$ cat src/rtl/mem_pkg.sv
// Shared types and defaults for the burst initiator and its read-return pipe.
// Latency: n/a (declarations only).
// Backpressure: n/a.
package mem_pkg;

   localparam int ADDR_W    = 10;
   localparam int DATA_W    = 8;
   localparam int LEN_W     = 4;
   localparam int MEM_DEPTH = 1024;

   typedef enum logic [1:0] {
      IDLE  = 2'd0,
      WRITE = 2'd1,
      READ  = 2'd2,
      DRAIN = 2'd3
   } state_e;

endpackage

$ cat src/rtl/mem_rd_return.sv
// Read-return pipe: delays the read strobe and last flag by one cycle to line up with mem_rdata.
// Latency: 1 cycle from mem_rd_en to rd_out_valid; data passes straight through.
// Backpressure: none; the consumer must take every beat.
module mem_rd_return #(
   parameter int DATA_W = 8
) (
   input  logic              clk,
   input  logic              reset,
   input  logic              rd_en_i,
   input  logic              rd_last_i,
   input  logic [DATA_W-1:0] mem_rdata_i,
   output logic              rd_out_valid_o,
   output logic [DATA_W-1:0] rd_out_data_o,
   output logic              rd_out_last_o
);

   logic valid_q;
   logic last_q;

   // Track which cycles carry returned read data and which beat is the final one.
   always_ff @(posedge clk) begin
      if (reset) begin
         valid_q <= 1'b0;
         last_q  <= 1'b0;
      end else begin
         valid_q <= rd_en_i;
         last_q  <= rd_en_i & rd_last_i;
      end
   end

   assign rd_out_valid_o = valid_q;
   assign rd_out_last_o  = last_q;
   // Zero the data lane outside valid beats so idle cycles show no stale memory data.
   assign rd_out_data_o  = valid_q ? mem_rdata_i : '0;

endmodule

$ cat src/rtl/mem_burst_initiator.sv
// Burst initiator for a 1024x8 single-port synchronous memory; optional beat counters under MEM_INIT_STATS_EN.
// Latency: write beats go to the memory in the cycle they are accepted; read data returns 2 cycles after the command.
// Backpressure: cmd_ready only in IDLE; wr_in_ready throughout a write burst; read return has no backpressure.
module mem_burst_initiator #(
   parameter int ADDR_W = mem_pkg::ADDR_W,
   parameter int DATA_W = mem_pkg::DATA_W,
   parameter int LEN_W  = mem_pkg::LEN_W
) (
   input  logic              clk,
   input  logic              reset,
   input  logic              cmd_valid,
   output logic              cmd_ready,
   input  logic              cmd_write,
   input  logic [ADDR_W-1:0] cmd_addr,
   input  logic [LEN_W-1:0]  cmd_len,
   input  logic              wr_in_valid,
   output logic              wr_in_ready,
   input  logic [DATA_W-1:0] wr_in_data,
   output logic              rd_out_valid,
   output logic [DATA_W-1:0] rd_out_data,
   output logic              rd_out_last,
   output logic              busy,
   output logic              mem_wr_en,
   output logic              mem_rd_en,
   output logic [ADDR_W-1:0] mem_addr,
   output logic [DATA_W-1:0] mem_wdata,
   input  logic [DATA_W-1:0] mem_rdata
`ifdef MEM_INIT_STATS_EN
   ,
   output logic [15:0]       stat_wr_beats,
   output logic [15:0]       stat_rd_beats
`endif
);

   import mem_pkg::*;

   state_e            state_q;
   logic [ADDR_W-1:0] addr_q;
   logic [ADDR_W-1:0] addr_d;
   logic [LEN_W-1:0]  len_q;
   logic [LEN_W-1:0]  cnt_q;
   logic [LEN_W-1:0]  cnt_d;
   logic              wr_beat;
   logic              rd_beat;
   logic              final_beat;

   // A write beat happens only when data is offered; read beats issue every READ cycle.
   assign wr_beat    = (state_q == WRITE) & wr_in_valid;
   assign rd_beat    = (state_q == READ);
   assign final_beat = (cnt_q == len_q);
   // Address wraps naturally at 2^ADDR_W.
   assign addr_d     = addr_q + 1'b1;
   assign cnt_d      = cnt_q + 1'b1;

   // Burst sequencer: latch the command in IDLE, then walk address and beat count.
   always_ff @(posedge clk) begin
      if (reset) begin
         state_q <= IDLE;
         addr_q  <= '0;
         len_q   <= '0;
         cnt_q   <= '0;
      end else begin
         case (state_q)
            IDLE: begin
               if (cmd_valid) begin
                  addr_q  <= cmd_addr;
                  len_q   <= cmd_len;
                  cnt_q   <= '0;
                  state_q <= cmd_write ? WRITE : READ;
               end
            end
            WRITE: begin
               if (wr_in_valid) begin
                  addr_q <= addr_d;
                  cnt_q  <= cnt_d;
                  if (final_beat) begin
                     state_q <= IDLE;
                  end
               end
            end
            READ: begin
               addr_q <= addr_d;
               cnt_q  <= cnt_d;
               if (final_beat) begin
                  state_q <= DRAIN;
               end
            end
            DRAIN: begin
               // Final read data is returning this cycle; nothing left to issue.
               state_q <= IDLE;
            end
            default: state_q <= IDLE;
         endcase
      end
   end

   assign cmd_ready   = (state_q == IDLE);
   assign busy        = (state_q != IDLE);
   assign wr_in_ready = (state_q == WRITE);
   // Strobes decode from the state, so wr_en and rd_en are mutually exclusive by construction.
   assign mem_wr_en   = wr_beat;
   assign mem_rd_en   = rd_beat;
   assign mem_addr    = addr_q;
   assign mem_wdata   = wr_beat ? wr_in_data : '0;

   mem_rd_return #(
      .DATA_W (DATA_W)
   ) u_rd_return (
      .clk            (clk),
      .reset          (reset),
      .rd_en_i        (rd_beat),
      .rd_last_i      (final_beat),
      .mem_rdata_i    (mem_rdata),
      .rd_out_valid_o (rd_out_valid),
      .rd_out_data_o  (rd_out_data),
      .rd_out_last_o  (rd_out_last)
   );

`ifdef MEM_INIT_STATS_EN
   logic [15:0] stat_wr_q;
   logic [15:0] stat_rd_q;

   // Saturating counters of write strobes and returned read beats.
   always_ff @(posedge clk) begin
      if (reset) begin
         stat_wr_q <= '0;
         stat_rd_q <= '0;
      end else begin
         if (mem_wr_en && (stat_wr_q != 16'hFFFF)) begin
            stat_wr_q <= stat_wr_q + 16'd1;
         end
         if (rd_out_valid && (stat_rd_q != 16'hFFFF)) begin
            stat_rd_q <= stat_rd_q + 16'd1;
         end
      end
   end

   assign stat_wr_beats = stat_wr_q;
   assign stat_rd_beats = stat_rd_q;
`endif

endmodule

$ cat config.mk
export PLATFORM = sky130hd
export DESIGN_NAME = mem_burst_initiator
export DESIGN_NICKNAME = d
export VERILOG_FILES = /design/src/rtl/mem_pkg.sv /design/src/rtl/mem_rd_return.sv /design/src/rtl/mem_burst_initiator.sv
export SDC_FILE = /design/constraint.sdc
export NUM_CORES = 1
export LEC_CHECK = 0
export BUFFER_PORTS_ARGS = -buffer_cell sky130_fd_sc_hd__buf_2
export CAP_MARGIN = 20
export CORE_AREA = 2 2 58 60
export DETAILED_ROUTE_END_ITERATION = 12
export DIE_AREA = 0 0 60 62
export PLACE_DENSITY = 0.78
export SYNTH_ARGS = -nofsm -noshare
export SYNTH_HDL_FRONTEND = slang
export SYNTH_SLANG_ARGS = --single-unit
$ cat constraint.sdc
create_clock -name clk -period 2 [get_ports clk]
set_input_delay 0.1 -clock clk [delete_from_list [all_inputs] [get_ports clk]]
set_output_delay 0.1 -clock clk [all_outputs]
set_load 0.02 [all_outputs]
# ---- Word-level counts from Yosys, hierarchy flattened
# Cells that the tools add are included.
dict set report word_totals {
  regBits 22
  in_bits 35
  out_inout_bits 33
  elab_cells 38
}
dict set report classes {
  add_sub_neg 2
  eq_ne 8
  mux 14
  n_bitwise 2
  reduce_logical 6
}
# op n
set op_table {}
lappend op_table {{$pmux 10 s3} 1}
lappend op_table {{$mux 10} 2}
lappend op_table {{$mux 8} 2}
lappend op_table {{$pmux 4 s3} 1}
lappend op_table {{$add 10x1->10 const B} 1}
lappend op_table {{$mux 2} 5}
lappend op_table {{$mux 4} 2}
lappend op_table {{$pmux 2 s4} 1}
lappend op_table {{$ne 2x2->1 const B} 3}
lappend op_table {{$add 4x1->4 const B} 1}
lappend op_table {{$eq 2x2->1 const B} 2}
lappend op_table {{$eq 4x4->1} 1}
lappend op_table {{$reduce_and 4->1} 1}
lappend op_table {{$reduce_and 3->1} 1}
lappend op_table {{$reduce_bool 3->1} 1}
lappend op_table {{$and 1x1->1} 2}
lappend op_table {{$eq 2x1->1 const B} 1}
lappend op_table {{$logic_not 2->1} 1}
lappend op_table {{$ne 2x1->1 const B} 1}
lappend op_table {{$reduce_and 2->1} 1}
lappend op_table {{$reduce_bool 2->1} 1}

# ---- Longest topological paths before layout
# Gate-level depths: netlist (run 1).
dict set report logic_depth {
  depth_word 4
  ltp_mapped 7
  depth_no_buf 6
}

# ---- By module
# A second synthesis (run 1) with hierarchy kept.
dict set report hier_totals {
  hier_cells 173
  hier_area_um2 1366.3
}
# module instances cells_each area_per_inst_um2 seq_area_each_um2
set by_module_without_submodules {}
lappend by_module_without_submodules {mem_burst_initiator 1 161 1261.2 400.4}
lappend by_module_without_submodules {mem_rd_return 1 12 105.1 40.0}

# ---- Least setup slack after synthesis (run 1)
# Ideal clock, no wire load.
dict set report synth_path {
  path_type {register -> register}
  startpoint {register state_q[0]}
  endpoint {register cnt_q[3]}
  setup_time_ns 0.070
  t_arrival_ns 1.898
  setup_slack_ns 0.031
  path_stages_with_launch 7
  n_path_buf 0
  path_cell_list {dfxtp_1 -> inv_1 -> ha_1 -> nor2b_4 -> or3_4 -> or4_1 -> a21oi_1}
}
dict set report synth_via {
  elab_chain_len 3
}
# element line
set synth_rtl {}
lappend synth_rtl {{start, declared} mem_burst_initiator.sv:37} ;# state_e state_q;
lappend synth_rtl {{start signal, assigned} mem_burst_initiator.sv:69} ;# state_q <= cmd_write ? WRITE : READ;
lappend synth_rtl {{$logic_not 2->1 (*)} n/a}
lappend synth_rtl {{named net cmd_ready} mem_burst_initiator.sv:12} ;# output logic cmd_ready,
lappend synth_rtl {{$ne 2x2->1 (no source line) or $reduce_bool 3->1 (tied branches)} n/a}
lappend synth_rtl {{$reduce_and 3->1 (no source line)} n/a}
lappend synth_rtl {{end signal, assigned} mem_burst_initiator.sv:75} ;# cnt_q <= cnt_d;
lappend synth_rtl {{end signal, assigned} mem_burst_initiator.sv:83} ;# cnt_q <= cnt_d;
lappend synth_rtl {{end, declared} mem_burst_initiator.sv:41} ;# logic [LEN_W-1:0] cnt_q;
# Mark *: on every way through the listed nets, which the timed path passes. The rest lies on a longest branch.
# A chain may end at the register's enable or synchronous reset.

# ---- Worst setup path after layout (run 1)
dict set report layout_path {
  startpoint {register state_q[0]}
  endpoint {register cnt_q[3]}
}
dict set report layout_via {
  elab_chain_len 3
}
# element line
set layout_rtl {}
lappend layout_rtl {{$eq 2x1->1, or another cell as far along} mem_burst_initiator.sv:63} ;# case (state_q)
lappend layout_rtl {{$ne 2x2->1 (no source line) or $reduce_bool 3->1 (tied branches)} n/a}
lappend layout_rtl {{$reduce_and 3->1 (no source line)} n/a}
# Parallel ways exist; a longest one is shown, timed or not.

==> results of run 1 <==
report_power, final:
part	leakage [nW]	internal [mW]	switching, mW
Combinational	0.703	0.602	0.813
Clock	0.0138	0.0703	0.133
Sequential	0.181	0.576	0.161
Total	0.898	1.25	1.11
layout make-up:
| class | instances | share of cell area |
|---|---|---|
| clock buffers | 3 | 0.0125 |
| inverters | 5 | 0.0104 |
| multi-input cells | 136 | 0.479 |
| flip-flops and latches | 22 | 0.246 |
| well taps | 46 | 0.0320 |
| repair buffers | 75 | 0.220 |
worst max-delay path by stage:
| stage | start | depth (start not counted) | slack, ns | endpoint |
|---|---|---|---|---|
| 2_1_floorplan | state_q[0] | 6 | 0.03 | cnt_q[3] |
| 3_3_place_gp | state_q[0] | 7 | 0.18 | cnt_q[0] |
| 3_5_place_dp | state_q[0] | 6 | 0.11 | cnt_q[3] |
| 4_1_cts | state_q[0] | 7 | 0.08 | cnt_q[0] |
| 5_1_grt | state_q[0] | 7 | 0.03 | cnt_q[0] |
| 6_report | state_q[0] | 6 | 0.14 | cnt_q[3] |
what timing repair did:
action / 4_1_cts / 5_1_grt
endpoints found under the setup margin: 0 / 2
buffers inserted: 0 / 0
resized for setup: 0 / 2
hold buffers: 0 / 0
sequential cells by signal, summed over array words and instances (netlist names):
name and flops:
len_q 4, cnt_q 4, u_rd_return.rd_out_valid_o 1, mem_addr 10
u_rd_return.rd_out_last_o 1, state_q 2
worst max-delay path, stage by stage (launching register included):
cell	delay, ns
dfxtp_2	0.37
inv_1	0.08
ha_1	0.22
nor2b_4	0.14
or3_4	0.36
or4_1	0.47
a21oi_1	0.17
cell families after synthesis:
logic type               count (synthesis)  synth area share
AO/OA/AOI/OAI                           50             0.219
AND/OR/NAND/NOR                         74             0.319
adder cells (fa/ha/maj)                  7            0.0645
XOR/XNOR                                 4            0.0258
multiplexers                             1           0.00737
flip-flops                              22             0.324
buffers and inverters                   14            0.0405
per-layer routing:
metal	part of all wire	vias up	GRT usage	wire [µm]
li1	-	760	-	-
met5	0	-	0	0
met1	0.44	661	0.222	1480
met4	0.0057	0	0.0508	19
met3	0.066	2	0.0145	219
met2	0.48	52	0.303	1620
cells in the mapped netlist, types with 2 or more instances:
cell type and n:
a211oi_1 4, a21oi_1 20, a221oi_1 2, and2_1 13
and3_1 8, and4_1 2, buf_2 2, clkbuf_1 7
dfxtp_1 22, ha_1 7, inv_1 5, nand2_1 13
nand3_1 8, nand4_1 3, nor2_1 4, nor2b_1 9
nor3_1 3, nor4_1 3, o21a_1 2, o21ai_0 14
xor2_1 4
metrics by stage:
step / utilization / hold slack, ns / instances / cell area (µm²) / total power [mW]
2_1_floorplan: - / 0.179 / 172 / 1360 / 1.68
3_3_place_gp: 0.558 / 0.362 / 284 / 1780 / 2.13
3_5_place_dp: 0.558 / 0.365 / 284 / 1780 / 2.16
4_1_cts: 0.566 / 0.0310 / 287 / 1800 / 2.36
5_1_grt: 0.566 / 0.0372 / 287 / 1800 / 2.56
6_report: 0.566 / 0.0372 / 287 / 1800 / 2.35
==> run metrics, run 1 <==
Synth area leaders dfxtp_1 32%, a21oi_1 7.4%, ha_1 6.4%; Slew headroom 0.607; Reg area 443 µm²; Mapped Cells 172; gr usage total 0.171; diode count 0; status finished, final reports clean; Area Growth Syn to Fin 32.5%; Layout fillers 305; Max IR drop VDD 0.457 mV; per-cell routed wire length 11.6 µm; Net Count, Synth 214; Sink Count 22; Row Count 21; Routed Antenna Nets 0; FF-to-FF setup slack 0.14 ns; total CTS buffers 3; Max FO, Critical Path 4; Synth Register Bits 22; Setup WS pre-CTS 0.110 ns; YS warnings 0; I/O Buffers 67; Final Hold Viols 0; Worst-Margin Slew 0.582 ns; post-route setup slack 0.143 ns; Crit path arrival time 2.10 ns; Die W 60 µm; Pwr Density 1310 mW/mm²; Synth Flop Type dfxtp_1; RSZ-0062 raised after global routing false; full die area 0.00372 mm²; Hold Crit Class in2reg; FF-to-FF Start state_q[0]; share of synthesized registers carrying an async set or reset 0; fin crit period 1.86 ns; Leak 0.898 nW; Setup CP Type reg2reg; Congestion Overflow GR 0; Die Ht 62 µm; Starting Density 0.427; worst hold path depth 3; CTS clk-pin slew, worst paths 0.12 ns; endpoints failing setup 0; Final GP Congestion 0.801; most frequent cells in the layout 67 x buf_2, 20 x a21oi_1, 20 x dfxtp_1; Worst R2R End cnt_q[3]; largest net degree at the start of global routing 22; number of flops mapped to enable cells by yosys 0; vias 1,475; period utilisation layout 0.929; residual DRC count 0; Netlist cell types 38; highest clock rate 0.538 GHz; max_cap viols 0; Min-Delay Startpoint cmd_len[1]; Worst-Skew Late Latency 0.31 ns; placed wire-length estimate 2580 µm; max-slew violations 0; Worst Reg-to-Reg Cells 6; Min-Delay Endpoint len_q[1]; first-pass GRT wire length 4950 µm; Syn Std Cell Area 0.00136 mm²; vias in the first global route 1,174; H-Tree Depth 1; Final #Nets 285; antenna violations before repair 0; share of cells above drive strength 1 0.344; Core ar. 0.00318 mm²; top cell type's share of synthesized area 0.324; multi-input logic area 863 µm²; Clock Path Buffers 2; Worst Setup End Kind register; routed vias/inst 5.14; I/O pin cnt 68; TNS Setup 0 ns; most common cell after layout, fill and taps aside buf_2; CP startpoint kind register; WL final 3340 µm; sequential fraction of the synthesis area 0.324; DRT Pass-1 Iters 5; initial DRC count 40; CTS root buffer clkbuf_4; clock skew 0.00751 ns; Worst Path Required 2.24 ns; Mapped Avg Cell Area 7.90 µm²; area leader, netlist dfxtp_1; TritonCTS clock tree built
Note: power is estimated with default switching activity, not from simulation.
==> run 2, diff against run 1 <==
--- a/config.mk
+++ b/config.mk
@@ -10,6 +10,7 @@
 export CORE_AREA = 2 2 58 60
 export DETAILED_ROUTE_END_ITERATION = 12
 export DIE_AREA = 0 0 60 62
+export HOLD_SLACK_MARGIN = 0.12
 export PLACE_DENSITY = 0.78
 export SYNTH_ARGS = -nofsm -noshare
 export SYNTH_HDL_FRONTEND = slang
==> run 2 against run 1 <==
Clock skew is 0.0031 ns lower; sequential share of layout area is 1.2 points lower; power is 0.89% higher; combinational power hardly changed; worst setup slack worse by 0.0070 ns; utilization is 2.8 points higher; final area is 5.0% higher; clock power hardly changed; die area stayed put; critical path type unchanged; highest routed layer unchanged.
==> run metrics, run 2 (synthesis results as in run 1) <==
status finished, final reports clean; met1 Use GR 0.225 (+0.00251); total CTS buffers 3 (unchanged); routed vias/inst 5.11 (-0.48%); period utilisation layout 0.932 (+0.00351); CP startpoint kind register; DRT Pass-1 Iters 4 (-1); share of cells above drive strength 1 0.332 (-0.0124); Largest register FFs 10 (unchanged); gr usage total 0.175 (+0.00347); P_sw 1.11 mW (+0.36%); FF-to-FF Start state_q[0]; I/O pin cnt 68 (unchanged); Min-Delay Startpoint cmd_valid; met2 Track Usage GR 0.307 (+0.00466); diode count 0 (unchanged); most frequent cells in the layout 67 x buf_2, 20 x a21oi_1, 20 x dfxtp_1; I/O Buffers 67 (unchanged); Worst-Margin Slew 0.601 ns (+0.0189 ns); Layout fillers 287 (-5.9%); CTS clk-pin slew, worst paths 0.12 ns (about the same); clock power share 0.086 (about the same); Congestion Overflow GR 0 (unchanged); RSZ-0062 raised after global routing false; residual DRC count 0 (unchanged); Max IR drop VDD 0.452 mV (-0.98%); fin crit period 1.86 ns (+0.00703 ns); Area Growth Syn to Fin 39.1%; Worst Path Required 2.24 ns (about the same); placed wire-length estimate 2580 µm (unchanged); full die area 0.00372 mm² (unchanged); postcts setup bufs 0 (unchanged); largest net degree at the start of global routing 22 (unchanged); antenna violations before repair 0 (unchanged); Sink Count 22 (unchanged); highest clock rate 0.536 GHz (-0.38%); Die Ht 62 µm (unchanged); most common cell after layout, fill and taps aside buf_2; Int Pwr 1.26 mW (+1.4%); vias in the first global route 1,196 (+1.9%); Pwr Density 1260 mW/mm² (-3.9%); Core ar. 0.00318 mm² (unchanged); Crit path arrival time 2.11 ns (about the same); Worst Setup End Kind register; Worst-Skew Late Latency 0.30 ns (about the same); Final Hold Viols 0 (unchanged); sequential power share 0.310 (-0.003); Net Sw Frac 0.468 (-0.00248); Starting Density 0.427 (unchanged); Hold Crit Class in2reg; Slew headroom 0.594 (-0.0128); crit path from state_q[0]; Max FO, Critical Path 13 (+9); Routed Antenna Nets 0 (unchanged); combinational share of power 0.604 (+0.003); M3 GR Usage 0.0145 (unchanged); Final #Nets 294 (+3.2%); Die W 60 µm (unchanged); Clock Path Buffers 2 (unchanged); max-slew violations 0 (unchanged); CTS root buffer clkbuf_4; initial DRC count 39 (-2.5%); first-pass GRT wire length 5030 µm (+1.7%); H-Tree Depth 1 (unchanged); TNS Setup 0 ns (unchanged); endpoints failing setup 0 (unchanged); per-cell routed wire length 11.7 µm (+0.33%); Setup CP Type reg2reg; Tot Pwr 2.38 mW (+0.89%); Leak 0.932 nW (+3.8%); vias 1,514 (+2.6%); Final GP Congestion 0.801 (unchanged); TritonCTS clock tree built; Row Count 21 (unchanged); max_cap viols 0 (unchanged); clock skew 0.00446 ns (-0.00306 ns); GRT busiest layer met2; WL final 3450 µm (+3.5%)
[run 2: final cells by class]
cell class | count | area, µm² | share of cell area
inverter | 5 | 18.8 | 0.00993
timing repair buffer | 84 | 485 | 0.257
sequential | 22 | 443 | 0.234
tap | 46 | 57.6 | 0.0304
clock buffer | 3 | 22.5 | 0.0119
multi-input combinational | 136 | 863 | 0.457
[run 2: power groups by stage]
stage | combinational (mW) | clock [mW] | sequential (mW)
3_3_place_gp | 1.39 | 0 | 0.740
5_1_grt | 1.59 | 0.225 | 0.766
6_report | 1.43 | 0.203 | 0.737
4_1_cts | 1.44 | 0.208 | 0.733
2_1_floorplan | 0.854 | 0 | 0.823
3_5_place_dp | 1.41 | 0 | 0.745
[run 2: stage by stage]
| stage | hold WS [ns] | util | std cells | worst slack (ns) | area, µm² |
|---|---|---|---|---|---|
| after floorplan | 0.179 | - | 172 | 0.0311 | 1360 |
| after global placement | 0.362 | 0.558 | 284 | 0.175 | 1780 |
| after detailed placement | 0.365 | 0.558 | 284 | 0.110 | 1780 |
| after CTS | 0.128 | 0.594 | 296 | 0.0830 | 1890 |
| after global routing | 0.132 | 0.595 | 296 | 0.0334 | 1890 |
| final | 0.136 | 0.595 | 296 | 0.136 | 1890 |
[run 2: what timing repair did]
action	in CTS	in global routing
resized for setup	0	2
hold buffers	9	0
setup endpoints to repair	0	2
endpoints found under the hold margin	7	0
[run 2: worst paths after layout]
path,cells after the start,to,slack [ns]
max,7,cnt_q[0],0.14
min,3,len_q[0],0.14
max reg2reg,7,cnt_q[0],0.14
min reg2reg,2,len_q[0],0.48
[run 2: worst max-delay path, stage by stage (launching register included)]
cell and delay (ns):
dfxtp_2 0.37, inv_1 0.08, ha_1 0.22, nor2b_4 0.14, or3_4 0.36, buf_4 0.18
or3_1 0.31, a21oi_1 0.14
[run 2: layer usage]
metal / up-vias / wire [µm]
met5: - / 0
met3: 4 / 242
met2: 59 / 1670
li1: 779 / -
met1: 672 / 1500
met4: 0 / 36
